[config.mk]
export PLATFORM = sky130hd
export DESIGN_NAME = load_store_unit_flat
export DESIGN_NICKNAME = d
export VERILOG_FILES = /design/src/rtl/load_store_unit_if.sv /design/src/rtl/load_store_unit.sv /design/src/flat_wrapper.sv
export SDC_FILE = /design/constraint.sdc
export NUM_CORES = 1
export LEC_CHECK = 0
export CAP_MARGIN = 10
export CELL_PAD_IN_SITES_DETAIL_PLACEMENT = 0
export CELL_PAD_IN_SITES_GLOBAL_PLACEMENT = 1
export CORE_ASPECT_RATIO = 1.5
export CORE_MARGIN = 2
export CORE_UTILIZATION = 34
export DETAILED_ROUTE_END_ITERATION = 8
export PLACE_DENSITY = 0.86
export SLEW_MARGIN = 10
export SYNTH_ARGS = -nofsm -noshare
export SYNTH_HDL_FRONTEND = slang
export SYNTH_SLANG_ARGS = --single-unit
[constraint.sdc]
create_clock -name clk -period 5.3 [get_ports clk]
set_input_delay 1.59 -clock clk [delete_from_list [all_inputs] [get_ports clk]]
set_output_delay 1.59 -clock clk [all_outputs]
set_load 0.05 [all_outputs]
[src/rtl/load_store_unit_if.sv]
`default_nettype none
// ============================================================================
// load_store_unit_if : req/gnt/rvalid data-memory port of the load/store unit
// Revision: 1.0
// ============================================================================
interface load_store_unit_if;
  logic        dmem_req;
  logic        dmem_we;
  logic [31:0] dmem_addr;
  logic [31:0] dmem_wdata;
  logic [3:0]  dmem_wstrb;
  logic        dmem_gnt;
  logic        dmem_rvalid;
  logic [31:0] dmem_rdata;

  modport master (
    output dmem_req, dmem_we, dmem_addr, dmem_wdata, dmem_wstrb,
    input  dmem_gnt, dmem_rvalid, dmem_rdata
  );

  modport slave (
    input  dmem_req, dmem_we, dmem_addr, dmem_wdata, dmem_wstrb,
    output dmem_gnt, dmem_rvalid, dmem_rdata
  );
endinterface
`default_nettype wire

[src/rtl/load_store_unit.sv]
`default_nettype none
// ============================================================================
// load_store_unit : RV32I load/store execution with lane alignment and timeout
// Revision: 1.0
// ============================================================================
module load_store_unit #(
  parameter int unsigned TIMEOUT = 255
) (
  input  logic              clk,
  input  logic              rst,
  input  logic              Load,
  input  logic              Store,
  input  logic              mem_en,
  input  logic [2:0]        fun3,
  input  logic [31:0]       addr,
  input  logic [31:0]       wdata,
  output logic              stall,
  output logic [31:0]       load_data,
  output logic              load_valid,
  output logic              addr_exc,
  output logic              bus_err,
  load_store_unit_if.master dmem
);
  localparam int CNT_W = $clog2(TIMEOUT + 1);
  localparam logic [CNT_W-1:0] CNT_LAST = CNT_W'(TIMEOUT - 1);

  typedef enum logic [1:0] {
    S_IDLE = 2'd0,
    S_REQ  = 2'd1,
    S_WAIT = 2'd2,
    S_DONE = 2'd3
  } state_t;

  state_t           state_q, state_d;
  logic [CNT_W-1:0] cnt_q, cnt_d;
  logic [31:0]      addr_q, addr_d;
  logic [31:0]      wdata_q, wdata_d;
  logic [31:0]      load_data_q, load_data_d;
  logic [2:0]       fun3_q, fun3_d;
  logic             store_q, store_d;
  logic             addr_exc_q, addr_exc_d;
  logic             bus_err_q, bus_err_d;

  logic             illegal, misaligned, timed_out;
  logic [7:0]       rd_byte;
  logic [15:0]      rd_half;
  logic [31:0]      rd_ext, st_wdata;
  logic [3:0]       st_wstrb;

  assign illegal = (Load & Store) | (Store & ~mem_en) | (Load & mem_en)
                 | (Load & ((fun3 == 3'b011) | (fun3 == 3'b110) | (fun3 == 3'b111)))
                 | (Store & (fun3 >= 3'b011));
  assign misaligned = ((fun3[1:0] == 2'b01) & addr[0])
                    | ((fun3[1:0] == 2'b10) & (addr[1:0] != 2'b00));
  assign timed_out  = (cnt_q == CNT_LAST);

  // Lane selection works on the latched address so it is stable for the whole access.
  always_comb begin
    rd_byte  = dmem.dmem_rdata[{addr_q[1:0], 3'b000} +: 8];
    rd_half  = dmem.dmem_rdata[{addr_q[1], 4'b0000} +: 16];
    rd_ext   = dmem.dmem_rdata;
    st_wdata = wdata_q;
    st_wstrb = 4'b1111;
    unique case (fun3_q)
      3'b000:  rd_ext = {{24{rd_byte[7]}}, rd_byte};
      3'b001:  rd_ext = {{16{rd_half[15]}}, rd_half};
      3'b100:  rd_ext = {24'd0, rd_byte};
      3'b101:  rd_ext = {16'd0, rd_half};
      default: rd_ext = dmem.dmem_rdata;
    endcase
    unique case (fun3_q[1:0])
      2'b00: begin
        st_wdata = {4{wdata_q[7:0]}};
        st_wstrb = 4'b0001 << addr_q[1:0];
      end
      2'b01: begin
        st_wdata = {2{wdata_q[15:0]}};
        st_wstrb = addr_q[1] ? 4'b1100 : 4'b0011;
      end
      default: begin
        st_wdata = wdata_q;
        st_wstrb = 4'b1111;
      end
    endcase
  end

  always_comb begin
    state_d         = state_q;
    cnt_d           = cnt_q;
    addr_d          = addr_q;
    fun3_d          = fun3_q;
    wdata_d         = wdata_q;
    store_d         = store_q;
    load_data_d     = load_data_q;
    addr_exc_d      = 1'b0;
    bus_err_d       = 1'b0;
    stall           = 1'b0;
    dmem.dmem_req   = 1'b0;
    dmem.dmem_we    = 1'b0;
    dmem.dmem_addr  = 32'd0;
    dmem.dmem_wdata = 32'd0;
    dmem.dmem_wstrb = 4'd0;
    unique case (state_q)
      S_IDLE: begin
        if (Load | Store) begin
          if (illegal | misaligned) begin
            addr_exc_d = 1'b1;
          end else begin
            stall   = 1'b1;
            state_d = S_REQ;
            cnt_d   = '0;
            addr_d  = addr;
            fun3_d  = fun3;
            wdata_d = wdata;
            store_d = Store;
          end
        end
      end
      S_REQ: begin
        stall           = 1'b1;
        dmem.dmem_req   = 1'b1;
        dmem.dmem_we    = store_q;
        dmem.dmem_addr  = {addr_q[31:2], 2'b00};
        dmem.dmem_wdata = store_q ? st_wdata : 32'd0;
        dmem.dmem_wstrb = store_q ? st_wstrb : 4'd0;
        if (dmem.dmem_gnt) begin
          if (store_q) begin
            state_d = S_DONE;
          end else if (dmem.dmem_rvalid) begin
            load_data_d = rd_ext;
            state_d     = S_DONE;
          end else begin
            state_d = S_WAIT;
            cnt_d   = '0;
          end
        end else if (timed_out) begin
          bus_err_d   = 1'b1;
          load_data_d = 32'd0;
          state_d     = S_IDLE;
        end else begin
          cnt_d = cnt_q + 1'b1;
        end
      end
      S_WAIT: begin
        stall = 1'b1;
        if (dmem.dmem_rvalid) begin
          load_data_d = rd_ext;
          state_d     = S_DONE;
        end else if (timed_out) begin
          bus_err_d   = 1'b1;
          load_data_d = 32'd0;
          state_d     = S_IDLE;
        end else begin
          cnt_d = cnt_q + 1'b1;
        end
      end
      S_DONE:  state_d = S_IDLE;
      default: state_d = S_IDLE;
    endcase
  end

  always_ff @(posedge clk or posedge rst) begin
    if (rst) begin
      state_q     <= S_IDLE;
      cnt_q       <= '0;
      addr_q      <= 32'd0;
      fun3_q      <= 3'd0;
      wdata_q     <= 32'd0;
      store_q     <= 1'b0;
      load_data_q <= 32'd0;
      addr_exc_q  <= 1'b0;
      bus_err_q   <= 1'b0;
    end else begin
      state_q     <= state_d;
      cnt_q       <= cnt_d;
      addr_q      <= addr_d;
      fun3_q      <= fun3_d;
      wdata_q     <= wdata_d;
      store_q     <= store_d;
      load_data_q <= load_data_d;
      addr_exc_q  <= addr_exc_d;
      bus_err_q   <= bus_err_d;
    end
  end

  assign load_data  = load_data_q;
  assign load_valid = (state_q == S_DONE) & ~store_q;
  assign addr_exc   = addr_exc_q;
  assign bus_err    = bus_err_q;
endmodule
`default_nettype wire

[src/flat_wrapper.sv]
// flat-port wrapper written by rule: the top's interface ports become plain ports
module load_store_unit_flat 
#(
  parameter int unsigned TIMEOUT = 255
)
  (clk, rst, Load, Store, mem_en, fun3, addr, wdata, stall, load_data, load_valid, addr_exc, bus_err, dmem_dmem_req, dmem_dmem_we, dmem_dmem_addr, dmem_dmem_wdata, dmem_dmem_wstrb, dmem_dmem_gnt, dmem_dmem_rvalid, dmem_dmem_rdata);
  load_store_unit_if dmem_i ();
  input  logic clk;
  input  logic rst;
  input  logic Load;
  input  logic Store;
  input  logic mem_en;
  input  logic [2:0] fun3;
  input  logic [31:0] addr;
  input  logic [31:0] wdata;
  output logic stall;
  output logic [31:0] load_data;
  output logic load_valid;
  output logic addr_exc;
  output logic bus_err;
  output wire logic [$bits(dmem_i.dmem_req)-1:0] dmem_dmem_req;
  output wire logic [$bits(dmem_i.dmem_we)-1:0] dmem_dmem_we;
  output wire logic [$bits(dmem_i.dmem_addr)-1:0] dmem_dmem_addr;
  output wire logic [$bits(dmem_i.dmem_wdata)-1:0] dmem_dmem_wdata;
  output wire logic [$bits(dmem_i.dmem_wstrb)-1:0] dmem_dmem_wstrb;
  input wire logic [$bits(dmem_i.dmem_gnt)-1:0] dmem_dmem_gnt;
  input wire logic [$bits(dmem_i.dmem_rvalid)-1:0] dmem_dmem_rvalid;
  input wire logic [$bits(dmem_i.dmem_rdata)-1:0] dmem_dmem_rdata;
  assign dmem_dmem_req = dmem_i.dmem_req;
  assign dmem_dmem_we = dmem_i.dmem_we;
  assign dmem_dmem_addr = dmem_i.dmem_addr;
  assign dmem_dmem_wdata = dmem_i.dmem_wdata;
  assign dmem_dmem_wstrb = dmem_i.dmem_wstrb;
  assign dmem_i.dmem_gnt = dmem_dmem_gnt;
  assign dmem_i.dmem_rvalid = dmem_dmem_rvalid;
  assign dmem_i.dmem_rdata = dmem_dmem_rdata;
  load_store_unit #(.TIMEOUT(TIMEOUT)) u_core (.clk(clk), .rst(rst), .Load(Load), .Store(Store), .mem_en(mem_en), .fun3(fun3), .addr(addr), .wdata(wdata), .stall(stall), .load_data(load_data), .load_valid(load_valid), .addr_exc(addr_exc), .bus_err(bus_err), .dmem(dmem_i));
endmodule
==> impl_metrics.tcl <==
set metrics [dict create \
    clock_tree.root_cell "clkbuf_16" \
    fmax_mhz 197 \
    final_area_sq_um 8620 \
    nNetsFinal 854 \
    yosysWarnings 0 \
    grt_max_degree 70 \
    tns_ps 0 \
    synthTopCellsByCount "dfrtp_1, mux2_2, a21oi_1" \
    row_count 58 \
    yosys_register_bits 112 \
    end_kind "primary output" \
    clock_power_share_pct 12.4 \
    crit_family "compound AO/OA/AOI/OAI gates" \
    htreeDepth 3 \
    critPathArrivalTime_ps 3480 \
    holdBufCountCts 0 \
    yosysSeqAreaShare_pct 47.9 \
    clk_pin_slew_ps 70 \
    drv_cap 0 \
    yosys-top-cells-area "dfrtp_1, mux2_2, a21oi_1" \
    tightestPinTransition_ps 1000 \
    crit_path_max_fanout 3 \
    remaining_drc_errors 0 \
    clockBufferDepth 2 \
    skew_ps 10.1 \
    syn_area_sq_um 5850 \
    drt_iter0_drc 249 \
    pwr-share-seq_pct 28.8 \
    yosys.area.top_type_share_pct 47.9 \
    outcome "complete, no violations" \
    whs_path_depth 1 \
    multi_input_area_sq_um 2810 \
    p_sw_mw 2.49 \
    path_buf_inv 2 \
    power.internal_mw 2.81 \
    hold_ws_ps 494 \
    grt_pass1_wl_um 27600 \
    cts_tree "done" \
    maxSlewHeadroom_pct 33.0 \
    path_cells "clkdlybuf4s50_1 -> o21ai_0 -> o21ai_0 -> nor3_2 -> nand2_4 -> a21oi_1 -> buf_12" \
    worstSetupPathType "input port to primary output" \
    async_flop_share_pct 100 \
    synth_top_area_cell "dfrtp_1" \
    fin_crit_ps 5070 \
    dieHeight_um 165 \
    hold_path_class "flop to flop" \
    io_pins 212 \
    fin_crit_sh_pct 95.7 \
    grt-ovfl-total 0 \
    synth-edff-count 0 \
    crit_required_ps 3710 \
    stdcell_count 956 \
    finalHoldViolations 0 \
    clock-sinks 112 \
    path_common_cell "o21ai_0" \
    place_inst 940 \
    max-vdd-ir-drop_v 0.000304 \
    wirelength_um 17600 \
    synth_flop_cell "dfrtp_1" \
    die_x_um 111 \
    grt_usage_pct 18.9 \
    total_leakage_power_nw 3.63 \
    diodes 0 \
    vias 5037 \
    die_area_sq_um 18300 \
    p_per_area_nw_per_um2 615 \
    drt-pass1-iter-count 4 \
    regArea_sq_um 2800 \
    r2r_end "u_core.load_data[17]" \
    finalSetupViolCount 0 \
    crit_path_max_incr_delay_ps 500 \
    syn-instance-count 552 \
    synth.most_common_cell "dfrtp_1" \
    drive_gt1_share_pct 18.1 \
    startpoint_type "input port" \
    r2r_start "u_core.state_q[1]" \
    cp_num_cells 7 \
    finalMaxSlewViolations 0 \
    slowest_stage "clkdlybuf4s50_1" \
    antenna_found_initial 0 \
    worst_slack_ps 229 \
    switching_share_pct 47.0 \
    area_growth_pct 47.5 \
    r2r_cells 7 \
    power_frac_comb_pct 58.8 \
    hpwl_um 12800 \
    dp_slack_ps 154 \
    grt_pass1_vias 5176 \
    crit_end "stall" \
    port-buffer-count 209 \
    place_area_sq_um 8340 \
    rsz0062_at_grt "no" \
    start_util_pct 34.7 \
    startpoint "fun3[2]" \
    clk_latency_ps 350 \
    syn_avg_cell_area_sq_um 10.6 \
    nFillCells 1541 \
    gp_congestion 0.808 \
    routedWlPerCell_um 18.4 \
    core_region_area_sq_um 16800 \
    ys_types 47 \
    vias_per_cell 5.27 \
    ant_nets 0 \
    cts_buffers 9 \
    p_total_mw 5.30 \
    ff2ff_setup_slack_ps 2630 \
    utilization_pct 51.2 \
]
-- sequential cells by signal (all words and copies together), names as in the netlist --
signal and cells:
u_core.store_q 1, u_core.addr_q 32, u_core.load_data 32, u_core.addr_exc 1
u_core.wdata_q 32, u_core.fun3_q 3, u_core.cnt_q 8, u_core.bus_err 1
u_core.state_q 2
-- repair_timing --
item                                    in CTS  in global routing
endpoints found under the setup margin       0                  1
gates resized for setup                      0                  1
setup buffers                                0                  0
-- worst min path at each step --
stage                         start                   end
2_1_floorplan     u_core.addr_q[26]     u_core.addr_q[26]
3_3_place_gp   u_core.load_data[30]  u_core.load_data[30]
3_5_place_dp   u_core.load_data[29]  u_core.load_data[29]
4_1_cts        u_core.load_data[16]  u_core.load_data[16]
5_1_grt        u_core.load_data[21]  u_core.load_data[21]
6_report       u_core.load_data[29]  u_core.load_data[29]
-- final cells by class --
class	count	share of cell area (%)
inverter	13	0.595
timing repair buffer	219	28.0
sequential	112	32.5
clock buffer	10	2.66
clock inverter	6	0.580
tap	210	3.05
multi-input combinational	386	32.6
-- logic make-up (layout without fill, tap and decap cells) --
family | after synthesis | in the layout | synth area share (%)
AO/OA/AOI/OAI | 151 | 151 | 17.6
AND/OR/NAND/NOR | 139 | 139 | 12.0
flip-flops | 112 | 112 | 47.9
multiplexers | 87 | 87 | 16.6
buffers and inverters | 55 | 248 | 4.30
adder cells (fa/ha/maj) | 7 | 7 | 1.50
other | 1 | 2 | 0.0641
-- metal layers --
metal  vias up  routed length [um]  global-route usage, %
met4         0                 252                   5.27
met5         -                   0                      0
met3        21                1090                   4.92
met1      2481                6790                   21.0
li1       2355                   -                      -
met2       180                9430                   35.8
-- power groups by stage --
| stage | Sequential (mW) | Combinational (mW) | Clock (mW) |
|---|---|---|---|
| floorplan | 1.81 | 1.78 | 0 |
| global placement | 1.52 | 3.10 | 0 |
| detailed placement | 1.54 | 3.13 | 0 |
| CTS | 1.53 | 3.14 | 0.674 |
| global route | 1.58 | 3.32 | 0.701 |
| finish | 1.53 | 3.12 | 0.657 |
-- placed cells by master (no fill, tap or decap), drive strengths merged, types with 14 or more instances in the layout --
master         synthesis  routed
clkdlybuf4s50          0     179
dfrtp                112     112
mux2                  70      70
a21oi                 57      57
nor2                  41      41
buf                   18      40
and2                  32      32
o2bb2ai               31      31
nand2                 29      29
mux2i                 16      16
inv                   13      16
nor2b                 14      14
Note: power is estimated with default switching activity, not from simulation.
